File: src/rtl/texel_dispatcher.sv
// texel_dispatcher: holds one assembler record and issues it round-robin to NUM_LANES rasterizer lanes.
// Define DISPATCH_TIMEOUT_EN to enable the sticky stall_error after TIMEOUT_CYCLES spent in arbitration.

module texel_dispatcher #(
  parameter int unsigned NUM_LANES      = 4,
  parameter int unsigned COUNT_WIDTH    = 16,
  parameter int unsigned TIMEOUT_CYCLES = 256
) (
  input  logic                   clk,
  input  logic                   n_rst,
  input  logic                   enable,
  input  logic                   texel_ready,
  input  logic [143:0]           texel_vertices_in,
  input  logic [23:0]            texel_color_in,
  output logic                   texel_read,
  input  logic [NUM_LANES-1:0]   lane_busy,
  output logic [NUM_LANES-1:0]   lane_start,
  output logic [143:0]           lane_vertices_out,
  output logic [23:0]            lane_color_out,
  output logic [COUNT_WIDTH-1:0] dispatch_count,
  output logic                   idle,
  output logic                   stall_error
);

  localparam int unsigned PTR_W = $clog2(NUM_LANES);

  // Reject configurations the round-robin pointer and stall counter cannot represent.
  if (NUM_LANES < 2 || NUM_LANES > 8 || TIMEOUT_CYCLES == 0) begin : g_bad_params
    $error("texel_dispatcher: illegal parameter set");
  end

  typedef enum logic [1:0] {
    S_IDLE  = 2'd0,
    S_ARB   = 2'd1,
    S_ISSUE = 2'd2
  } state_e;

  state_e                 state_q, state_d;
  logic [PTR_W-1:0]       rr_q, rr_d;
  logic [PTR_W-1:0]       pick_c;
  logic                   found_c;
  logic [NUM_LANES-1:0]   onehot_c;
  logic [NUM_LANES-1:0]   lane_start_d;
  logic [COUNT_WIDTH-1:0] count_d;
  logic                   texel_read_d;
  logic                   cap_c;
  int unsigned            idx;

  // First free lane at or after rr_q, wrapping modulo NUM_LANES.
  always_comb begin
    found_c = 1'b0;
    pick_c  = '0;
    idx     = 0;
    for (int unsigned i = 0; i < NUM_LANES; i++) begin
      idx = (32'(rr_q) + i) % NUM_LANES;
      if (!found_c && !lane_busy[PTR_W'(idx)]) begin
        found_c = 1'b1;
        pick_c  = PTR_W'(idx);
      end
    end
  end

  always_comb begin
    onehot_c = '0;
    for (int unsigned i = 0; i < NUM_LANES; i++) begin
      onehot_c[i] = (32'(pick_c) == i);
    end
  end

  // Next-state and next-output decode; every registered output is computed here.
  always_comb begin
    state_d      = state_q;
    rr_d         = rr_q;
    count_d      = dispatch_count;
    lane_start_d = '0;
    texel_read_d = 1'b0;
    cap_c        = 1'b0;
    case (state_q)
      S_IDLE: begin
        if (enable && texel_ready) begin
          cap_c        = 1'b1;
          texel_read_d = 1'b1;
          state_d      = S_ARB;
        end
      end
      S_ARB: begin
        if (found_c) begin
          lane_start_d = onehot_c;
          rr_d         = (pick_c == PTR_W'(NUM_LANES - 1)) ? '0 : pick_c + 1'b1;
          count_d      = dispatch_count + 1'b1;
          state_d      = S_ISSUE;
        end
      end
      S_ISSUE: state_d = S_IDLE;
      default: state_d = S_IDLE;
    endcase
  end

  // The lane data buses are the hold registers themselves.
  always_ff @(posedge clk or negedge n_rst) begin
    if (!n_rst) begin
      state_q           <= S_IDLE;
      rr_q              <= '0;
      texel_read        <= 1'b0;
      lane_start        <= '0;
      dispatch_count    <= '0;
      idle              <= 1'b1;
      lane_vertices_out <= '0;
      lane_color_out    <= '0;
    end else begin
      state_q        <= state_d;
      rr_q           <= rr_d;
      texel_read     <= texel_read_d;
      lane_start     <= lane_start_d;
      dispatch_count <= count_d;
      idle           <= (state_d == S_IDLE);
      if (cap_c) begin
        lane_vertices_out <= texel_vertices_in;
        lane_color_out    <= texel_color_in;
      end
    end
  end

`ifdef DISPATCH_TIMEOUT_EN
  localparam int unsigned STALL_W = $clog2(TIMEOUT_CYCLES + 1);

  logic [STALL_W-1:0] stall_q;

  // Counter is held at zero outside arbitration, so it starts from zero on every ARB entry.
  always_ff @(posedge clk or negedge n_rst) begin
    if (!n_rst) begin
      stall_q     <= '0;
      stall_error <= 1'b0;
    end else if (state_q == S_ARB) begin
      if (stall_q != STALL_W'(TIMEOUT_CYCLES)) begin
        stall_q <= stall_q + 1'b1;
      end
      if (stall_q == STALL_W'(TIMEOUT_CYCLES - 1)) begin
        stall_error <= 1'b1;
      end
    end else begin
      stall_q <= '0;
    end
  end
`else
  assign stall_error = 1'b0;
`endif

endmodule

File: config.mk
export PLATFORM = sky130hd
export DESIGN_NAME = texel_dispatcher
export DESIGN_NICKNAME = d
export VERILOG_FILES = /design/src/rtl/texel_dispatcher.sv
export SDC_FILE = /design/constraint.sdc
export NUM_CORES = 1
export LEC_CHECK = 0
export BUFFER_PORTS_ARGS = -buffer_cell sky130_fd_sc_hd__buf_4
export CAP_MARGIN = 20
export CORE_AREA = 3 3 140 142
export DETAILED_ROUTE_END_ITERATION = 16
export DIE_AREA = 0 0 143 145
export PLACE_DENSITY = 0.71
export SYNTH_ARGS = -nofsm -noshare
export SYNTH_HDL_FRONTEND = slang
export SYNTH_SLANG_ARGS = --single-unit
File: constraint.sdc
create_clock -name clk -period 2.23 [get_ports clk]
set_input_delay 0.446 -clock clk [delete_from_list [all_inputs] [get_ports clk]]
set_output_delay 0.446 -clock clk [all_outputs]
set_load 0.05 [all_outputs]
* Word level (Yosys, flattened, before mapping)
Index checks and enable logic that the tools add are counted.
** Operators by class
- $add $sub $neg :: 5
- Order comparisons :: 4
- Equality and inequality tests :: 4
- Multiplexer cells :: 24
- Reduce and logical (&&, ||, !) cells :: 13
** Operator list (number)
- 16-bit by 1-bit adder with 16-bit output (second input constant) :: 1
- 2-bit 2-to-1 mux :: 7
- 2-bit by 3-bit less-than comparator with 1-bit output (second input constant) :: 4
- 1-bit 2-to-1 mux :: 10
- 1-bit binary-select mux with 2-bit select :: 4
- 4-bit 2-to-1 mux :: 2
- 2-bit zero test :: 3
- 1-bit zero test :: 5
- 2-bit by 1-bit adder with 2-bit output (second input constant) :: 2
- 2-bit adder (second input constant) :: 2
- 2-bit by 1-bit equality test with 1-bit output (second input constant) :: 2
- 2-bit equality test (second input constant) :: 2
- 1-bit logical AND :: 4
- 2-bit case mux with 2 select lines :: 1
- 2-bit AND reduction :: 1
** Word-level totals
- Register bits :: 194
- Output and inout port bits :: 191
- Word-level logic and storage cells :: 58

* Longest topological paths before layout
Gate-level depths: netlist of the first run.
- Word-level depth :: 15
- Mapped depth :: 6

* Least setup slack after synthesis of the first run
OpenSTA, ideal clock, no wires.
- Path type :: register -> register
- Start :: register dispatch_count[10]
- End :: register dispatch_count[15]
- Library setup time :: 0.082 ns
- Arrival :: 1.606 ns
- Required time :: 2.148 ns
- Path slack :: 0.543 ns
- Cell stages (with the launch flop) :: 5
- Buffers on the path :: 0
- Path through :: dfrtp_1 -> nand3_1 -> or3_1 -> nor4_2 -> xor2_1
** Between the ends
- Cells in the longest elaborated chain, start to end :: 1
** RTL lines
- start, declared :: line 20 : output logic [COUNT_WIDTH-1:0] dispatch_count,
- start signal, assigned :: line 115 : dispatch_count <= count_d;
- 16-bit by 1-bit adder with 16-bit output :: line 90 : count_d = dispatch_count + 1'b1;
No other way between the ends.
A chain may end at the register's enable or synchronous reset.

* Worst setup path after layout of the first run
- Start :: register rr_q[1]
- End :: register rr_q[1]
** Between the ends
- Cells in the longest elaborated chain, start to end :: 14
- Elaborated cells between the ends (all ways) :: 31
- Classes of those cells :: 4 x add/sub; 1 x eq/ne; 17 x mux; 9 x reduce/logical
** RTL lines
- start, declared :: line 39 : logic [PTR_W-1:0] rr_q, rr_d;
- start signal, assigned :: line 112 : rr_q <= rr_d;
- 2-bit by 1-bit adder with 2-bit output :: line 55 : idx = (32'(rr_q) + i) % NUM_LANES;
- 1-bit binary-select mux with 2-bit select :: line 56 : if (!found_c && !lane_busy[PTR_W'(idx)]) begin
- 1-bit 2-to-1 mux (not written as such) :: line 56
- 1-bit zero test :: line 56
- 1-bit logical AND :: line 56
- 1-bit 2-to-1 mux :: line 56
- 1-bit zero test :: line 56
- 1-bit logical AND :: line 56
- 1-bit 2-to-1 mux :: line 56
- 1-bit zero test :: line 56
- 1-bit logical AND :: line 56
- 2-bit 2-to-1 mux :: line 56
- 2-bit by 1-bit adder with 2-bit output or 2-bit equality test (tied branches) :: line 89 : rr_d = (pick_c == PTR_W'(NUM_LANES - 1)) ? '0 : pick_c + 1'b1;
- 2-bit 2-to-1 mux :: line 89
Several ways; a longest one is shown, not always the timed one. The select of a mux whose other input is x is not followed.

==> out/results.ini, run 1 <==
[run_status]
outcome = finished, final reports clean

[yosys]
syn_inst = 464
netlist_top_cells_area = dfrtp_1 (65%), mux2_1 (13%), mux2_2 (13%)
ys_seq_area_share_pct = 65.1
async_flop_share_pct = 100
ys.flop_type = dfrtp_1
yosysUniqueCellTypes = 33
yosys.area.top_type_share_pct = 64.8
post-synth-top-count-cell = dfrtp_1
synth_compound_area_share_pct = 0.721
synth_top_area_cell = dfrtp_1
postSynthAreaPerCell_sq_um = 16.1
synth_edf_count = 0
ys_ff_latch = 194
syn_nets = 645
synth_warnings = 0
synthXorXnorAreaFrac_pct = 1.76
synth_top_family_by_area = multiplexers
muxShareOfSynthArea_pct = 25.7
synth_commonest_cells = dfrtp_1 (193), mux2_1 (87), mux2_2 (83), buf_2 (10), buf_6 (9)
syn_area_sq_um = 7460
synth_simple_gate_area_share_pct = 3.20
synthAdderAreaFrac_pct = 0.839

[detailed_routing]
postRouteAntennaNets = 0
via_count = 5197
drt_iter0_drc = 135
wl_um = 19900
drcViolationCount = 0
wl_per_cell_um = 18.2
drt-vias-per-instance = 4.76
drtPass1Iterations = 4

[sta]
relSlewSlack_pct = 59.0
setup-tns-final_ns = 0
tightest_slew_ns = 0.614
skew_ns = 0.00796
finalCriticalPeriod_ns = 1.87
hold_viol = 0
min_period_over_period_pct = 84.0
finalSetupViolCount = 0
finalMaxSlewViolations = 0
rsz0062_at_grt = false
fmax_ghz = 0.534

[floorplanning]
fp.dieW_um = 143
coreArea_sq_um = 18600
dieArea_sq_um = 20700
fp.dieH_um = 145
rows = 50
start_util_pct = 40.1
boundaryPins = 367

[power_and_ir_drop]
power_density_nw_per_um2 = 1170
vdd_drop_max_uv = 553
p_leak_nw = 5.41

[setup_path]
crit_type = register to register
cp_max_fo = 7
start_kind = register
worstPathArrival_ns = 2.17
end_kind = register
reg2reg_from = rr_q[1]$_DFFE_PN0P_
reg2reg_depth = 4
crit_start = rr_q[1]$_DFFE_PN0P_
cp.required_ns = 2.53

[clock_tree]
h-tree-depth = 4
postCtsSetupRepairBufs = 0
cts_buffers = 17
hold_buffers = 0
path_clk_slew_ns = 0.07
cts_sinks = 194
root_buffer = clkbuf_16
clkLatencyLatePin_ns = 0.42
cts_resized = 0
cts_tree = yes
clockBufferDepth = 2

[min_path]
min_path_type = input pin to async pin

[global_route]
met1_usage_pct = 20.7
grt_pass1_vias = 5729
top_usage_layer = met2
grt_use_met2_pct = 33.8
antenna_found_initial = 0
grt-ovfl-total = 0
grt_usage_pct = 18.9
grt_max_degree = 73
gr-usage-met3_pct = 6.16
grt_pass1_wl_um = 30700

[final_layout]
filler_cell_count = 1479
final_area_sq_um = 11200
area_growth_pct = 49.6
diodes = 0
drive_gt1_share_pct = 58.2
fin_nets = 1025

[placed_design]
place_area_sq_um = 10600
gp_congestion = 0.833
place_hpwl_um = 15700
io_buffers = 365

[job]
maxCapViolCount = 0

==> worst max-delay path, cell delays in order (launching register included) <==
cell and delay [ns]:
dfrtp_1 0.44, nor2b_1 0.18, a221oi_1 0.54, ha_1 0.34, mux2_2 0.27
==> registers in the layout, indices dropped and copies added (netlist names) <==
name	cells
rr_q	2
dispatch_count	16
lane_color_out	24
lane_vertices_out	144
lane_start	4
state_q	2
texel_read	1
idle	1
==> per-layer routing <==
metal / wire length (um) / share of wire [%]
met1: 7340 / 37
met2: 10400 / 52
met3: 1590 / 8.0
met4: 518 / 2.6
met5: 0 / 0
==> where the power goes <==
| group | internal, mW | leakage (nW) | total, mW | switching [mW] |
|---|---|---|---|---|
| Clock | 1.71 | 0.276 | 3.06 | 1.35 |
| Combinational | 1.74 | 2.84 | 5.26 | 3.52 |
| Sequential | 4.28 | 2.29 | 4.73 | 0.453 |
| Total | 7.72 | 5.41 | 13.1 | 5.33 |
==> cells in the final DEF (no fill, tap or decap), types with 7 or more instances in the layout <==
| cell type | count |
|---|---|
| and3_1 | 7 |
| buf_12 | 8 |
| buf_4 | 373 |
| clkbuf_16 | 17 |
| dfrtp_1 | 193 |
| inv_1 | 8 |
| mux2_1 | 87 |
| mux2_2 | 83 |
| nor2_1 | 7 |
| xnor2_1 | 8 |
| xor2_1 | 7 |
==> metrics by stage <==
step                utilization (%)  power [mW]  instances  hold slack, ns  setup slack, ns
floorplan                         -        8.16        464           0.150            0.543
global placement               56.9        9.98       1059           0.464            0.357
detailed placement             56.9        10.1       1059           0.458            0.273
CTS                            60.0        13.2       1091          0.0423            0.356
global route                   60.0        13.6       1091          0.0465            0.204
finish                         60.0        13.1       1091          0.0216            0.356
==> final cells by class <==
type	instances	area, sq um	share of cell area [%]
sequential	194	4860	43.5
timing repair buffer	382	2970	26.7
multi-input combinational	241	2410	21.6
clock buffer	20	447	4.00
tap	234	293	2.62
clock inverter	12	145	1.30
inverter	8	30.0	0.269
==> path summary, 6_finish.rpt <==
path	endpoint	slack (ns)
max in group asynchronous	lane_vertices_out[104]$_DFFE_PN0P_	1.54
setup / recovery	rr_q[1]$_DFFE_PN0P_	0.36
min in group clk	lane_vertices_out[64]$_DFFE_PN0P_	0.24
hold reg to reg	dispatch_count[15]$_DFFE_PN0P_	0.48
hold / removal	lane_vertices_out[35]$_DFFE_PN0P_	0.02
setup reg to reg	rr_q[1]$_DFFE_PN0P_	0.36
==> cells by family after synthesis <==
kind of cell             count (synthesis)
AO/OA/AOI/OAI                            8
XOR/XNOR                                15
adder cells (fa/ha/maj)                  5
buffers and inverters                   29
flip-flops                             194
multiplexers                           170
other                                    1
AND/OR/NAND/NOR                         42
Power figures use the tool's default switching activity.
==> run 2, diff against run 1 <==
Clock period 2.23 ns to 1.9 ns, I/O delays scaled along.
==> run 2 against run 1 <==
Maximum frequency grew 2.7%; clock skew grew 0.0044 ns; count of clock-buffer cells in the layout shrank 2; register-to-register slack worse by 0.28 ns; design area grew 0.10%; combinational power up 17%; sequential share of layout area about the same; critical path type unchanged; largest cell class unchanged; largest power group unchanged.
==> out/results.ini, run 2 (synthesis gave the netlist of run 1 again) <==
[sta]
finalCriticalPeriod_ns = 1.83
finalSetupViolCount = 0
min_period_over_period_pct = 96.1
tightest_slew_ns = 0.528
fmax_ghz = 0.548
skew_ns = 0.0124
finalMaxSlewViolations = 0
hold_viol = 0
setup_ws_ns = 0.0748
relSlewSlack_pct = 64.8
rsz0062_at_grt = false
setup-tns-final_ns = 0

[setup_path]
end_kind = register
cp_max_fo = 7
reg2reg_from = rr_q[1]$_DFFE_PN0P_
reg2reg_depth = 6
cp.required_ns = 2.22
start_kind = register
crit_type = register to register
regToRegSetupSlack_ns = 0.07
worstPathArrival_ns = 2.14
rr_endpoint = rr_q[1]$_DFFE_PN0P_

[global_route]
grt-ovfl-total = 0
grt_pass1_wl_um = 30400
antenna_found_initial = 0
grt_usage_pct = 18.7
grt_pass1_vias = 5718
grt_max_degree = 62

[power_and_ir_drop]
power_mw = 15.3
p_leak_nw = 5.42
vdd_drop_max_uv = 592
power_density_nw_per_um2 = 1370

[floorplanning]
coreArea_sq_um = 18600
dieArea_sq_um = 20700
start_util_pct = 40.1
boundaryPins = 367
fp.dieH_um = 145
fp.dieW_um = 143
rows = 50

[final_layout]
regMostFlops = lane_vertices_out
filler_cell_count = 1473
final_cell_mix = buf_4 (375), dfrtp_1 (193), mux2_1 (87), mux2_2 (83), clkbuf_16 (17)
area_growth_pct = 49.7
final_common_cell = buf_4
diodes = 0
biggestRegsByFlops = lane_vertices_out x144, lane_color_out x24, dispatch_count x16
final_area_sq_um = 11200
fin_nets = 1027
drive_gt1_share_pct = 58.6
largest_reg_flops = 144

[min_path]
hp-start = texel_vertices_in[71]
min_to = lane_vertices_out[71]$_DFFE_PN0P_
min_path_cells = 2
min_path_type = input pin to register

[clock_tree]
cts_buffers = 17
h-tree-depth = 4
cts_sinks = 194
path_clk_slew_ns = 0.07
root_buffer = clkbuf_16
clockBufferDepth = 2
cts_tree = yes
clkLatencyLatePin_ns = 0.43

[placed_design]
place_area_sq_um = 10600
place_ws_ns = 0.0145
gp_congestion = 0.828
place_hpwl_um = 15600
io_buffers = 365

[job]
maxCapViolCount = 0

[detailed_routing]
drt-vias-per-instance = 4.80
drcViolationCount = 0
drt_iter0_drc = 119
wl_per_cell_um = 18.1
drtPass1Iterations = 4
via_count = 5246
postRouteAntennaNets = 0
wl_um = 19800

[run_status]
outcome = finished, final reports clean

## run 2: cell types whose count changed in the layout (fill, tap and decap cells not counted), moves of 2 or more
cell | before | now
clkinvlp_4 | 4 | 2
inv_6 | 4 | 0
clkbuf_1 | 2 | 0
clkinv_4 | 1 | 6
inv_8 | 1 | 3
buf_4 | 373 | 375
## run 2: cell type report
| class | instances | area [sq um] | share of cell area, % |
|---|---|---|---|
| multi-input cells | 241 | 2420 | 21.6 |
| flip-flops and latches | 194 | 4860 | 43.5 |
| clock buffers | 18 | 439 | 3.93 |
| clock inverters | 14 | 153 | 1.37 |
| repair buffers | 384 | 2980 | 26.7 |
| well taps | 234 | 293 | 2.62 |
| inverters | 8 | 30.0 | 0.269 |
## run 2: how the worst max path moves through the flow
stage                                        start                        endpoint  slack [ns]  depth (start not counted)
finish                         rr_q[1]$_DFFE_PN0P_             rr_q[1]$_DFFE_PN0P_        0.07                          6
global route                   rr_q[1]$_DFFE_PN0P_             rr_q[1]$_DFFE_PN0P_       0.006                          6
CTS                            rr_q[1]$_DFFE_PN0P_             rr_q[1]$_DFFE_PN0P_        0.04                          4
detailed placement                    lane_busy[0]             rr_q[1]$_DFFE_PN0P_        0.01                          6
global placement                      lane_busy[3]             rr_q[1]$_DFFE_PN0P_        0.10                          5
floorplan           dispatch_count[10]$_DFFE_PN0P_  dispatch_count[15]$_DFFE_PN0P_        0.21                          4
## run 2: worst max-delay path, cell delays in order (launching register included)
cell and delay (ns):
dfrtp_1 0.45, nor2b_1 0.19, o21a_1 0.17, o21ai_0 0.21, o21a_1 0.19, ha_1 0.22, mux2_2 0.27
## run 2: metrics by stage
stage	hold slack [ns]	cells	utilization [%]
global route	0.147	1093	60.1
global placement	0.398	1060	56.8
finish	0.160	1093	60.1
detailed placement	0.402	1060	56.8
CTS	0.144	1093	60.1
floorplan	0.0844	464	-
## run 2: where the power goes
| group | total (mW) | switching [mW] | leakage (nW) | internal [mW] |
|---|---|---|---|---|
| Combinational | 6.18 | 4.14 | 2.84 | 2.04 |
| Sequential | 5.55 | 0.535 | 2.29 | 5.02 |
| Clock | 3.53 | 1.64 | 0.285 | 1.89 |
| Total | 15.3 | 6.32 | 5.42 | 8.95 |
## run 2: repair_timing
action,CTS,global route
setup endpoints to repair,0,2
buffers inserted,0,0
gates resized for setup,0,1
hold buffers,1,0
hold endpoints to repair,53,0
## run 2: routing by layer
layer	routed length [um]	global-route usage, %	share of wire [%]
met5	0	0	0
met3	1610	5.97	8.1
met1	7350	21.0	37
met4	573	7.18	2.9
met2	10200	32.7	52
==> run 3, diff against run 2 <==
Settings changed: SETUP_SLACK_MARGIN from default to 0.2.
==> run 3 against run 2 <==
Worst hold slack got worse by 0.0027 ns; critical path type unchanged; sequential share of layout area fell by 0.24 points; non-clock buffer count increased by 4; final cell count is 0.37% higher; largest cell class unchanged.
==> out/results.ini, run 3 (synthesis gave the netlist of run 1 again) <==
[final_layout]
area_growth_pct = 50.6
fin_nets = 1031
diodes = 0
regMostFlops = lane_vertices_out
drive_gt1_share_pct = 59.1
final_common_cell = buf_4
biggestRegsByFlops = lane_vertices_out x144, lane_color_out x24, dispatch_count x16
final_cell_mix = buf_4 (378), dfrtp_1 (193), mux2_1 (87), mux2_2 (83), clkbuf_16 (18)
largest_reg_flops = 144
regArea_sq_um = 4860
multi_input_area_sq_um = 2430
filler_cell_count = 1465
final_area_sq_um = 11200

[clock_tree]
cts_buffers = 17
path_clk_slew_ns = 0.07
clkLatencyLatePin_ns = 0.43
cts_sinks = 194
cts_tree = yes
h-tree-depth = 4
clockBufferDepth = 2
root_buffer = clkbuf_16

[setup_path]
cp_max_fo = 4
cp.required_ns = 2.22
crit_type = register to register
path_buf_inv = 0
crit_path_cell_trace = nor2b_1 -> o21a_1 -> o21ai_2 -> o21a_1 -> ha_1 -> mux2_2
critPathSlowestCell = dfrtp_1
cpMostUsedCell = o21a_1
end_kind = register
start_kind = register
path_delay_family = compound AO/OA/AOI/OAI gates
worstPathArrival_ns = 1.98
slowest_delay_ns = 0.42

[global_route]
grt_max_degree = 62
grt_usage_pct = 18.8
grt_pass1_wl_um = 30600
grt-ovfl-total = 0
antenna_found_initial = 0
grt_pass1_vias = 5735

[sta]
rsz0062_at_grt = true
finalCriticalPeriod_ns = 1.66
skew_ns = 0.0144
fmax_ghz = 0.602
relSlewSlack_pct = 64.7
finalMaxSlewViolations = 0
setup-tns-final_ns = 0
tightest_slew_ns = 0.530
min_period_over_period_pct = 87.4
whs_ns = 0.157
hold_viol = 0
finalSetupViolCount = 0

[floorplanning]
rows = 50
dieArea_sq_um = 20700
fp.dieW_um = 143
boundaryPins = 367
start_util_pct = 40.1
fp.dieH_um = 145
coreArea_sq_um = 18600

[placed_design]
gp_congestion = 0.828
place_hpwl_um = 15600
io_buffers = 365
place_area_sq_um = 10600

[min_path]
min_path_type = input pin to register

[detailed_routing]
drt-vias-per-instance = 4.81
via_count = 5282
wl_um = 20000
drt_iter0_drc = 117
wl_per_cell_um = 18.3
drtPass1Iterations = 4
drcViolationCount = 0
postRouteAntennaNets = 0

[run_status]
outcome = finished, final reports clean

[power_and_ir_drop]
vdd_drop_max_uv = 595
power_mw = 15.3
power_density_nw_per_um2 = 1360
p_leak_nw = 5.45

[job]
maxCapViolCount = 0

[run 3: layout make-up]
type,count,share of cell area (%)
Inverter,8,0.267
Timing Repair Buffer,388,27.0
Clock buffer,18,3.91
Tap cell,234,2.61
Sequential cell,194,43.2
Clock inverter,14,1.36
Multi-Input combinational cell,241,21.7
[run 3: repair_timing]
item | 4_1_cts | 5_1_grt
setup endpoints to repair | 3 | 13
gates cloned | 0 | 1
resized for setup | 2 | 3
hold buffers | 1 | 0
endpoints found under the hold margin | 53 | 0
buffers inserted | 1 | 2
pin swaps | 0 | 2
[run 3: per-layer routing]
layer | GRT usage [%] | vias to the layer above | wire length, um
met4 | 7.18 | 0 | 588
met2 | 33.0 | 243 | 10400
met3 | 5.97 | 45 | 1580
met5 | 0 | - | 0
met1 | 21.2 | 2597 | 7520
li1 | - | 2397 | -
[run 3: worst register-to-register path, stage by stage (launching register included)]
cell and delay (ns):
dfrtp_1 0.42, nor2b_1 0.17, o21a_1 0.19, o21ai_2 0.13, o21a_1 0.16, ha_1 0.22, mux2_2 0.26
[run 3: worst paths after layout]
path	depth (start not counted)	from	slack (ns)	endpoint
worst max-delay path	6	rr_q[1]$_DFFE_PN0P_	0.24	rr_q[1]$_DFFE_PN0P_
worst min-delay path	2	texel_vertices_in[71]	0.16	lane_vertices_out[71]$_DFFE_PN0P_
worst max register to register	6	rr_q[1]$_DFFE_PN0P_	0.24	rr_q[1]$_DFFE_PN0P_
worst min register to register	1	dispatch_count[15]$_DFFE_PN0P_	0.47	dispatch_count[15]$_DFFE_PN0P_
max in group asynchronous	3	n_rst	0.74	lane_vertices_out[63]$_DFFE_PN0P_
min in group asynchronous	2	n_rst	0.50	lane_vertices_out[35]$_DFFE_PN0P_
[run 3: stage by stage]
step                      instances  utilization, %  worst slack [ns]
after floorplan                 464               -             0.213
after global placement         1060            56.8             0.104
after detailed placement       1060            56.8            0.0145
after CTS                      1094            60.1             0.220
after global routing           1097            60.4             0.178
final                          1097            60.4             0.240
[run 3: power by group]
part	internal (mW)	switching, mW
clock network	1.89	1.64
logic	2.07	4.16
registers	5.02	0.531
total	8.98	6.34
